`config.mk`:
```
export PLATFORM = sky130hd
export DESIGN_NAME = dmem_arbiter
export DESIGN_NICKNAME = d
export VERILOG_FILES = /design/src/rtl/dmem_arbiter.sv
export SDC_FILE = /design/constraint.sdc
export NUM_CORES = 1
export LEC_CHECK = 0
export BUFFER_PORTS_ARGS = -buffer_cell sky130_fd_sc_hd__buf_2
export CORE_MARGIN = 3
export CORE_UTILIZATION = 33
export CTS_BUF_LIST = sky130_fd_sc_hd__clkbuf_8
export CTS_CLUSTER_DIAMETER = 50
export DETAILED_ROUTE_END_ITERATION = 8
export HOLD_SLACK_MARGIN = 0.02
export PLACE_DENSITY = 0.63
export SETUP_SLACK_MARGIN = 0.2
export SYNTH_ARGS = -nofsm -noshare
export SYNTH_HDL_FRONTEND = slang
export SYNTH_SLANG_ARGS = --single-unit
```
`constraint.sdc`:
```
create_clock -name clock -period 2.06 [get_ports clock]
set_input_delay 0.412 -clock clock [delete_from_list [all_inputs] [get_ports clock]]
set_output_delay 0.412 -clock clock [all_outputs]
set_load 0.01 [all_outputs]
```
`src/rtl/dmem_arbiter.sv`:
```
// Two-port round-robin arbiter in front of the single-port data memory.
// Each access runs IDLE -> SERVE -> ACK; addresses are range/alignment
// checked on grant, and per-port grant counters saturate at all-ones.
module dmem_arbiter #(
  parameter logic [31:0] BASE_ADDR  = 32'h1001_0000,
  parameter int unsigned SIZE_BYTES = 1024,
  parameter int unsigned CNT_W      = 16
) (
  input  logic             clock,
  input  logic             clear_n,
  input  logic             req0,
  input  logic             req1,
  input  logic             we0,
  input  logic             we1,
  input  logic [31:0]      addr0,
  input  logic [31:0]      addr1,
  input  logic [31:0]      wdata0,
  input  logic [31:0]      wdata1,
  output logic             ack0,
  output logic             ack1,
  output logic             err0,
  output logic             err1,
  output logic [31:0]      rdata0,
  output logic [31:0]      rdata1,
  output logic [31:0]      mem_address,
  output logic             mem_write,
  output logic [31:0]      mem_write_data,
  input  logic [31:0]      mem_read_data,
  output logic [CNT_W-1:0] gnt_cnt0,
  output logic [CNT_W-1:0] gnt_cnt1
);

  localparam logic [31:0] SIZE_W = 32'(SIZE_BYTES);

  typedef enum logic [1:0] {
    IDLE  = 2'd0,
    SERVE = 2'd1,
    ACK   = 2'd2
  } state_t;

  state_t      state;
  state_t      state_nxt;

  logic        grant;
  logic        grant_port;
  logic        last_served;

  logic        sel_we;
  logic [31:0] sel_addr;
  logic [31:0] sel_wdata;
  logic [31:0] sel_offset;
  logic        sel_ok;

  logic        port_lat;
  logic        we_lat;
  logic        ok_lat;
  logic [31:0] rd_val;

  // State register; reset drops any access in flight.
  always_ff @(posedge clock or negedge clear_n) begin
    if (!clear_n) begin
      state <= IDLE;
    end else begin
      state <= state_nxt;
    end
  end

  // Next-state and round-robin grant decision; requests only sampled in IDLE.
  always_comb begin
    state_nxt  = state;
    grant      = 1'b0;
    grant_port = 1'b0;
    case (state)
      IDLE: begin
        if (req0 && req1) begin
          grant      = 1'b1;
          grant_port = ~last_served;
        end else if (req0) begin
          grant      = 1'b1;
          grant_port = 1'b0;
        end else if (req1) begin
          grant      = 1'b1;
          grant_port = 1'b1;
        end
        if (grant) begin
          state_nxt = SERVE;
        end
      end
      SERVE:   state_nxt = ACK;
      ACK:     state_nxt = IDLE;
      default: state_nxt = IDLE;
    endcase
  end

  // Mux the granted port's request and check range/alignment in unsigned 32-bit.
  always_comb begin
    sel_we     = grant_port ? we1    : we0;
    sel_addr   = grant_port ? addr1  : addr0;
    sel_wdata  = grant_port ? wdata1 : wdata0;
    sel_offset = sel_addr - BASE_ADDR;
    sel_ok     = (sel_addr >= BASE_ADDR) && (sel_offset < SIZE_W) &&
                 (sel_addr[1:0] == 2'b00);
  end

  // Load data captured at the end of SERVE; stores and errors return zero.
  always_comb begin
    rd_val = (!we_lat && ok_lat) ? mem_read_data : '0;
  end

  // Request latch, per-port read data, last-served pointer and grant counters.
  always_ff @(posedge clock or negedge clear_n) begin
    if (!clear_n) begin
      port_lat       <= 1'b0;
      we_lat         <= 1'b0;
      ok_lat         <= 1'b0;
      mem_address    <= '0;
      mem_write_data <= '0;
      rdata0         <= '0;
      rdata1         <= '0;
      last_served    <= 1'b1;
      gnt_cnt0       <= '0;
      gnt_cnt1       <= '0;
    end else begin
      if (grant) begin
        port_lat       <= grant_port;
        we_lat         <= sel_we;
        ok_lat         <= sel_ok;
        mem_address    <= sel_addr;
        mem_write_data <= sel_wdata;
      end
      if (state == SERVE) begin
        if (port_lat) begin
          rdata1 <= rd_val;
        end else begin
          rdata0 <= rd_val;
        end
      end
      if (state == ACK) begin
        last_served <= port_lat;
        if (!port_lat && (gnt_cnt0 != '1)) begin
          gnt_cnt0 <= gnt_cnt0 + CNT_W'(1);
        end
        if (port_lat && (gnt_cnt1 != '1)) begin
          gnt_cnt1 <= gnt_cnt1 + CNT_W'(1);
        end
      end
    end
  end

  // Completion strobes and the memory write enable decode straight from state.
  always_comb begin
    mem_write = (state == SERVE) && we_lat && ok_lat;
    ack0      = (state == ACK) && !port_lat;
    ack1      = (state == ACK) &&  port_lat;
    err0      = ack0 && !ok_lat;
    err1      = ack1 && !ok_lat;
  end

endmodule
```
==> reports/summary.txt, run 1 <==
status - finished clean
final net count - 1278
Crit Path Class - flip-flop to output port
routed vias/inst - 4.82
MaxCap Viol Count - 0
commonest non-fill, non-tap cell in the layout - buf_2
I/O Buffers - 330
total wire length - 22400 um
CTS tree - yes
P per Cell Area - 1130 nW/um^2
Highest Clock Rate - 524 MHz
CTS Buf Count - 17
Mapped Cells - 770
RSZ-0062 raised after global routing - true
class of the worst hold path - input pin to flip-flop
Post-Synthesis Cell Area - 7240 um^2
drt first pass iters - 5
fillers - 2073
post-DR wirelength/cell - 16.0 um
Seq/Total Area, Yosys - 57.4%
area leader, netlist - dfrtp_1
Die Wd - 154 um
vias - 6735
min Tclk post-route - 1.91 ns
gr usage total - 18.3%
Detail Placement HPWL - 16800 um
clock-pin slew on the worst setup and hold paths - 0.10 ns
largest net degree at the start of global routing - 73
post-layout util - 46.6%
clk sink count - 166
FF+latch count, synth - 166
Synth Net Count - 938
core footprint - 21300 um^2
Worst EP arrival - 1.50 ns
CTS root buffer - clkbuf_8
# rows - 53
first-pass GRT wire length - 35400 um
CP Launch Type - flip-flop
skew final - 0.0190 ns
Worst-Margin Slew - 0.586 ns
Mean Syn Cell Area - 9.41 um^2
Routability Congestion - 0.880
yosys warns - 0
Worst EP required - 1.65 ns
area of the multi-input gates - 2940 um^2
post-synth top area share - 57.0%
endpoint class of the critical path - output port
Netlist cell types - 51
Synth area leaders - dfrtp_1, nand2_1, o21ai_0, a31oi_1, nor2_1
most frequent cells in the layout - buf_2, nand2_1, dfrtp_1, o21ai_0, nor2_1
crit-path max FO - 3
Routed Antenna Nets - 0
IR drop worst, VDD - 0.000651 V
initial DRC count - 256
later-pin clock latency in the skew report - 0.44 ns
Final Cycle Share - 92.7%
FFs w/ async S/R, synth - 100%
Max Root-Sink Buffers - 2
most used flip-flop cell after synthesis - dfrtp_1
EDFF count, synth - 0
Pleak - 4.97 nW
# setup viols final - 0
Antenna Cells - 0
Power Total - 11.2 mW
Slew Viols, Final - 0
number of top-level pins - 331
Layout Area Growth over Synthesis - 37.0%
H-tree levels - 4
vias in the first global route - 6662
die height - 154 um
global route total overflow - 0
die area - 23800 um^2
sequential cell area - 4160 um^2
# DRC - 0
initial antenna violation count - 0
share of layout cells above drive strength 1 - 38.1%
final hold violations - 0
Worst slew margin - 60.9%
Initial Util - 34.0%
## sequential cells by signal, indices dropped and copies added (netlist names), 2 cells and up
signal and cells:
mem_address 32, rdata1 32, state 2, gnt_cnt0 16, rdata0 32, mem_write_data 32, gnt_cnt1 16
## where the power goes
group | total (mW) | internal, mW | switching, mW | leakage (nW)
sequential | 4.53 | 4.06 | 0.472 | 2.14
combinational | 4.36 | 1.72 | 2.65 | 2.64
clock | 2.33 | 1.09 | 1.24 | 0.194
total | 11.2 | 6.86 | 4.36 | 4.97
## through the flow
step	setup TNS, ns	instance area [um^2]	cells	setup slack [ns]	hold slack, ns
finish	0	9920	1397	0.150	0.215
global route	0	9920	1397	0.0584	0.169
CTS	0	9830	1393	0.0791	0.173
detailed placement	-0.0188	9390	1356	-0.0188	0.434
global placement	-0.0109	9390	1356	-0.0109	0.433
floorplan	0	7240	770	0.231	0.116
## area by class of cell
class / instances / area share, %
Inverter: 6 / 0.240
Clock inverter: 14 / 1.55
Sequential cell: 166 / 41.9
Timing Repair Buffer: 366 / 20.9
Multi-Input combinational cell: 553 / 29.6
Clock buffer: 17 / 2.36
Tap cell: 275 / 3.47
## path summary, 6_finish.rpt
| path | startpoint | endpoint | slack (ns) | depth (start not counted) |
|---|---|---|---|---|
| max reg2reg | gnt_cnt0[2] | gnt_cnt0[8] | 0.29 | 5 |
| max in group asynchronous | clear_n | rdata1[0] | 0.95 | 3 |
| min in group asynchronous | clear_n | rdata1[13] | 0.50 | 2 |
| min reg2reg | rdata1[23] | rdata1[23] | 0.48 | 2 |
| min | addr0[7] | mem_address[7] | 0.22 | 3 |
| max | state[1] | err0 | 0.15 | 4 |
## cell usage after synthesis, types with 3 or more instances
master / n
nand2_1: 221
dfrtp_1: 165
o21ai_0: 88
nor2_1: 56
a31oi_1: 42
clkbuf_1: 34
o22ai_1: 23
xnor2_1: 16
xor2_1: 14
nand3_1: 12
and3_1: 9
buf_2: 9
nand4_1: 9
nor4_1: 6
and4_1: 5
nor3_1: 5
inv_1: 4
buf_1: 3
mux2_2: 3
nand3b_1: 3
nor4b_1: 3
## logic make-up (layout without fill, tap and decap cells)
family          Yosys count  count (layout)  synth area share (%)
simple gates            344             344                  20.6
compound gates          173             174                  14.7
flops                   166             166                  57.4
buf+inv                  52             403                  2.85
xor+xnor                 30              30                  3.63
mux                       3               3                 0.466
fa+ha+maj                 2               2                 0.345
## critical path: stages (launching register included)
cell	delay (ns)
dfrtp_2	0.40
inv_2	0.04
or3_4	0.41
nor2_2	0.09
buf_2	0.14
## metal layers
metal | wire [um] | vias up | GRT usage (%)
met4 | 299 | 0 | 4.58
li1 | - | 3338 | -
met5 | 0 | - | 0
met1 | 9660 | 3101 | 23.3
met3 | 1850 | 22 | 5.63
met2 | 10600 | 274 | 30.6
## repair_timing
item | 4_1_cts | 5_1_grt
setup buffers | 5 | 2
gates cloned | 0 | 2
setup endpoints to repair | 5 | 49
hold buffers | 1 | 0
gates resized for setup | 2 | 15
hold endpoints to repair | 47 | 0
pin swaps | 0 | 2
Power figures use the tool's default switching activity.
==> inputs of run 2 (changes only) <==
--- a/config.mk
+++ b/config.mk
@@ -6,13 +6,15 @@
 export NUM_CORES = 1
 export LEC_CHECK = 0
 export BUFFER_PORTS_ARGS = -buffer_cell sky130_fd_sc_hd__buf_2
+export CELL_PAD_IN_SITES_DETAIL_PLACEMENT = 1
+export CELL_PAD_IN_SITES_GLOBAL_PLACEMENT = 2
 export CORE_MARGIN = 3
-export CORE_UTILIZATION = 33
+export CORE_UTILIZATION = 27
 export CTS_BUF_LIST = sky130_fd_sc_hd__clkbuf_8
 export CTS_CLUSTER_DIAMETER = 50
 export DETAILED_ROUTE_END_ITERATION = 8
 export HOLD_SLACK_MARGIN = 0.02
-export PLACE_DENSITY = 0.63
+export PLACE_DENSITY = 0.84
 export SETUP_SLACK_MARGIN = 0.2
 export SYNTH_ARGS = -nofsm -noshare
 export SYNTH_HDL_FRONTEND = slang
==> reports/summary.txt, run 2 (synthesized netlist as in run 1, its figures left out) <==
status - finished clean
fillers - 3175 (+53%)
pre-CTS setup slack - -0.00174 ns (+0.0170 ns)
core footprint - 26200 um^2 (+23%)
H-tree levels - 4 (unchanged)
Slew Viols, Final - 0 (unchanged)
GRT met3 Usage - 6.22% (+0.59 points)
crit-path max FO - 3 (unchanged)
die height - 170 um (+10%)
share of layout cells above drive strength 1 - 39.5% (+1.5 points)
routed vias/inst - 4.71 (-2.3%)
number of top-level pins - 331 (unchanged)
hold slack - 0.202 ns (-0.0136 ns)
Worst EP arrival - 1.50 ns (about the same)
commonest non-fill, non-tap cell in the layout - buf_2
Worst-Margin Slew - 0.596 ns (+0.00991 ns)
min Tclk post-route - 1.91 ns (+0.00281 ns)
Highest Clock Rate - 523 MHz (-0.15%)
Crit Path Class - flip-flop to output port
Max Root-Sink Buffers - 2 (unchanged)
# rows - 59 (+11%)
vias - 6894 (+2.4%)
# setup viols final - 0 (unchanged)
Power Total - 11.6 mW (+3.7%)
I/O Buffers - 330 (unchanged)
reg2reg setup slack - 0.19 ns (-0.10 ns)
IR drop worst, VDD - 0.000399 V (-39%)
total wire length - 25800 um (+15%)
Routed Antenna Nets - 0 (unchanged)
Final Cycle Share - 92.8% (+0.14 points)
die area - 28800 um^2 (+21%)
Antenna Cells - 0 (unchanged)
drt first pass iters - 4 (-1)
CTS Buf Count - 17 (unchanged)
post-DR wirelength/cell - 17.6 um (+9.7%)
RSZ-0062 raised after global routing - true
later-pin clock latency in the skew report - 0.45 ns (about the same)
initial DRC count - 310 (+21%)
global route total overflow - 0 (unchanged)
Initial Util - 27.6% (-6.4 points)
final net count - 1283 (+0.39%)
largest net degree at the start of global routing - 79 (+8.2%)
clk sink count - 166 (unchanged)
final hold violations - 0 (unchanged)
class of the worst hold path - input pin to flip-flop
met1 Track Usage GR - 21.4% (-1.8 points)
endpoint class of the critical path - output port
initial antenna violation count - 2 (+2)
Layout Area Growth over Synthesis - 39.4%
clock-pin slew on the worst setup and hold paths - 0.10 ns (about the same)
Die Wd - 170 um (+10%)
vias in the first global route - 7111 (+6.7%)
skew final - 0.0266 ns (+0.00759 ns)
CTS root buffer - clkbuf_8
PnR worst setup slack - 0.148 ns (-0.00281 ns)
gr usage total - 17.1% (-1.2 points)
Routability Congestion - 0.835 (-5.1%)
MaxCap Viol Count - 0 (unchanged)
CP Launch Type - flip-flop
# DRC - 0 (unchanged)
Detail Placement HPWL - 19200 um (+14%)
Worst EP required - 1.65 ns (about the same)
GR peak layer - met2
setup TNS - 0 ns (unchanged)
first-pass GRT wire length - 39400 um (+11%)
P per Cell Area - 1150 nW/um^2 (+1.9%)
Worst slew margin - 60.3% (-0.66 points)
Pleak - 5.02 nW (+0.91%)
most frequent cells in the layout - buf_2, nand2_1, dfrtp_1, o21ai_0, nor2_1
CTS tree - yes
GR met2 Demand/Resource - 28.6% (-2.0 points)
-- run 2: changes by cell type in the layout (fill, tap and decap cells not counted), sizes merged --
cell	change
buf	+6
clkbuf	+1
inv	+3
a31oi	-1
clkinv	-1
clkinvlp	-2
-- run 2: power by group --
| group | total, mW | switching, mW | internal (mW) |
|---|---|---|---|
| Clock | 2.52 | 1.37 | 1.15 |
| Sequential | 4.53 | 0.465 | 4.06 |
| Combinational | 4.58 | 2.77 | 1.81 |
| Total | 11.6 | 4.61 | 7.03 |
-- run 2: worst max-delay path, stage by stage (launching register included) --
cell and delay [ns]:
dfrtp_2 0.36, inv_1 0.05, or3_4 0.43, nor2_4 0.10, buf_6 0.12
-- run 2: through the flow --
| stage | std cells | area, um^2 | utilization [%] |
|---|---|---|---|
| 2_1_floorplan | 770 | 7240 | - |
| 3_3_place_gp | 1410 | 9390 | 35.8 |
| 3_5_place_dp | 1410 | 9390 | 35.8 |
| 4_1_cts | 1448 | 9900 | 37.8 |
| 5_1_grt | 1463 | 10100 | 38.5 |
| 6_report | 1463 | 10100 | 38.5 |
-- run 2: worst paths after layout --
check / start / end / depth (start not counted)
hold reg to reg: mem_write_data[18] / mem_write_data[18] / 2
setup reg to reg: state[1] / ok_lat / 7
setup / recovery: state[1] / err0 / 4
max in group asynchronous: clear_n / gnt_cnt0[0] / 3
hold / removal: addr1[4] / mem_address[4] / 3
min in group asynchronous: clear_n / rdata0[25] / 2
-- run 2: per-layer routing --
layer	wire, um	vias up	share of wire (%)
li1	-	3331	-
met4	193	2	0.75
met5	13	-	0.050
met1	11000	3319	43
met3	2270	14	8.8
met2	12300	228	48
-- run 2: cell type report --
cell class	instances	area [um^2]	share of cell area (%)
clock buffer	18	248	2.45
multi-input combinational	552	2980	29.5
clock inverter	14	165	1.64
sequential	166	4170	41.3
tap	335	419	4.15
timing repair buffer	372	2090	20.7
inverter	6	25.0	0.248
-- run 2: repair_timing --
action / 4_1_cts / 5_1_grt
pin swaps: 1 / 6
hold endpoints to repair: 14 / 0
gates cloned: 0 / 1
endpoints found under the setup margin: 5 / 67
resized for setup: 14 / 21
hold buffers: 1 / 0
buffers inserted: 5 / 14
==> inputs of run 3 (changes only) <==
--- a/config.mk
+++ b/config.mk
@@ -5,16 +5,17 @@
 export SDC_FILE = /design/constraint.sdc
 export NUM_CORES = 1
 export LEC_CHECK = 0
+export ABC_AREA = 1
 export BUFFER_PORTS_ARGS = -buffer_cell sky130_fd_sc_hd__buf_2
 export CELL_PAD_IN_SITES_DETAIL_PLACEMENT = 1
 export CELL_PAD_IN_SITES_GLOBAL_PLACEMENT = 2
 export CORE_MARGIN = 3
-export CORE_UTILIZATION = 27
+export CORE_UTILIZATION = 28
 export CTS_BUF_LIST = sky130_fd_sc_hd__clkbuf_8
 export CTS_CLUSTER_DIAMETER = 50
 export DETAILED_ROUTE_END_ITERATION = 8
 export HOLD_SLACK_MARGIN = 0.02
-export PLACE_DENSITY = 0.84
+export PLACE_DENSITY = 0.85
 export SETUP_SLACK_MARGIN = 0.2
 export SYNTH_ARGS = -nofsm -noshare
 export SYNTH_HDL_FRONTEND = slang
==> reports/summary.txt, run 3 <==
status - finished with violations
failing checks - setup timing
I/O Buffers - 330 (unchanged)
Critical path origin - state[0]
endpoint class of the critical path - flip-flop
Detail Placement HPWL - 21200 um (+11%)
Highest Clock Rate - 483 MHz (-7.7%)
clock-pin slew on the worst setup and hold paths - 0.12 ns (+0.02 ns)
initial DRC count - 316 (+1.9%)
Synth area leaders - dfrtp_1, nand2_1, mux2_2, nor2_1, inv_1
post-synth top area share - 51.3% (-5.7 points)
final hold violations - 0 (unchanged)
routed vias/inst - 4.60 (-2.4%)
CP Cell Sequence - nor2_4 > buf_6 > buf_4 > buf_8 > inv_4 > nor2_4 > nand2_2 > nor2_1 > nand2_1 > nor2_1 > nand2_1 > nor2_1 > nand2_1 > nor2_1 > nand2_1 > nand2_1
global route total overflow - 0 (unchanged)
# DRC - 0 (unchanged)
Top Metal Used - met4
P per Cell Area - 1190 nW/um^2 (+3.1%)
first-pass GRT wire length - 44500 um (+13%)
IR drop worst, VDD - 0.000429 V (+7.4%)
vias - 7965 (+16%)
die height - 176 um (+3.4%)
crit-path most repeated cell - nand2_1
Seq/Total Area, Yosys - 51.6% (-5.7 points)
Slew Viols, Final - 0 (unchanged)
Placed Area - 10500 um^2 (+12%)
CP Launch Type - flip-flop
drt first pass iters - 4 (unchanged)
core footprint - 28100 um^2 (+7.2%)
die area - 30800 um^2 (+6.9%)
Synth Net Count - 1090 (+16%)
min Tclk post-route - 2.07 ns (+0.158 ns)
later-pin clock latency in the skew report - 0.46 ns (about the same)
CTS tree - yes
CTS root buffer - clkbuf_8
vias in the first global route - 8050 (+13%)
Crit Path Class - flip-flop to flip-flop
Post-Synthesis Cell Area - 8050 um^2 (+11%)
Die Wd - 176 um (+3.4%)
CTS Buf Count - 17 (unchanged)
initial antenna violation count - 0 (-2)
most used flip-flop cell after synthesis - dfrtp_1
number of top-level pins - 331 (unchanged)
post-layout util - 43.9% (+5.4 points)
class of the worst hold path - input pin to flip-flop
# rows - 61 (+3.4%)
Power Total - 14.7 mW (+26%)
PnR worst setup slack - -0.0108 ns (-0.158 ns)
RSZ-0062 raised after global routing - true
most frequent cells in the layout - buf_2, nand2_1, dfrtp_1, nor2_1, inv_1
Worst EP arrival - 2.45 ns (+0.95 ns)
gr usage total - 18.2% (+1.1 points)
total wire length - 32000 um (+24%)
routed wl met2 - 15700 um (+27%)
# setup viols final - 1 (+1)
Routability Congestion - 0.902 (+8.0%)
post-DR wirelength/cell - 18.5 um (+5.1%)
min-delay src - wdata1[17]
Final Cycle Share - 101% (+7.7 points)
area leader, netlist - dfrtp_1
FF+latch count, synth - 166 (unchanged)
Initial Util - 28.7% (+1.0 points)
final design area excluding fillers - 12300 um^2 (+22%)
M1 WL - 14200 um (+30%)
synth cell count leaders - nand2_1, dfrtp_1, nor2_1
Antenna Cells - 0 (unchanged)
MaxCap Viol Count - 0 (unchanged)
Worst path slowest cell - dfrtp_1
skew final - 0.0282 ns (+0.00159 ns)
EDFF count, synth - 0 (unchanged)
most common cell in the netlist - nand2_1
Mapped Cells - 922 (+20%)
share of layout cells above drive strength 1 - 48.8% (+9.3 points)
largest net degree at the start of global routing - 67 (-15%)
Netlist cell types - 34 (-33%)
commonest non-fill, non-tap cell in the layout - buf_2
clk sink count - 166 (unchanged)
Pleak - 6.70 nW (+34%)
Worst-Margin Slew - 0.406 ns (-0.190 ns)
Worst EP required - 2.44 ns (+0.79 ns)
Worst slew margin - 72.9% (+13 points)
yosys warns - 0 (unchanged)
H-tree levels - 4 (unchanged)
Reg2Reg Launch Point - state[0]
Mean Syn Cell Area - 8.73 um^2 (-7.2%)
Max Root-Sink Buffers - 2 (unchanged)
final net count - 1509 (+18%)
met3 wire length - 1730 um (-24%)
Layout Area Growth over Synthesis - 53.2%
crit-path max FO - 7 (+4)
Routed Antenna Nets - 0 (unchanged)
CP peak stage delay - 0.43 ns (about the same)
pre-CTS setup slack - 0.00415 ns (+0.00589 ns)
FFs w/ async S/R, synth - 100% (unchanged)
hold slack - 0.179 ns (-0.0220 ns)
-- run 3: worst paths after layout --
path | endpoint | slack (ns) | cells after the start
setup reg to reg | ok_lat | -0.01 | 16
hold reg to reg | mem_address[31] | 0.49 | 2
hold / removal | mem_write_data[17] | 0.18 | 3
min in group asynchronous | mem_address[2] | 0.37 | 2
max in group asynchronous | last_served | 0.95 | 3
setup / recovery | ok_lat | -0.01 | 16
-- run 3: logic make-up (layout without fill, tap and decap cells) --
logic type	Yosys count	count (layout)	share of synthesized area, %
AOI/OAI and AO/OA	111	111	7.28
xor gates and xnor gates	29	29	3.16
adders and majority gates	2	2	0.311
buffers and inverters	151	583	7.70
DFF	166	166	51.6
muxes	65	65	9.08
and+or+nand+nor	398	398	20.8
-- run 3: per-stage QoR --
step / instances / TNS, ns
after floorplan: 922 / 0
after global placement: 1635 / 0
after detailed placement: 1635 / 0
after CTS: 1685 / 0
after global routing: 1732 / -0.647
final: 1732 / -0.0108
-- run 3: area by class of cell --
class	instances	area (um^2)
clock buffer	18	248
clock inverter	14	164
fill	3411	15800
inverter	108	440
multi-input combinational	605	3740
sequential	166	4160
tap	378	473
timing repair buffer	443	3110
-- run 3: what timing repair did --
action | 4_1_cts | 5_1_grt
setup endpoints to repair | 57 | 77
gates cloned | 4 | 20
resized for setup | 10 | 207
setup buffers | 13 | 27
hold buffers | 1 | 0
pin swaps | 4 | 57
hold endpoints to repair | 19 | 0
-- run 3: layer usage --
metal,vias to the layer above,track usage [%]
li1,3791,-
met1,3902,24.0
met2,247,31.0
met3,25,4.02
met4,0,3.96
met5,-,0
-- run 3: where the power goes --
group / internal (mW) / switching (mW)
combinational: 3.48 / 4.06
sequential: 4.03 / 0.531
clock: 1.15 / 1.40
-- run 3: worst max-delay path, delay by kind of cell (launching register included) --
family,cells,cell delay (ns)
buffers and inverters,4,0.39
DFF,1,0.43
and+or+nand+nor,12,1.21
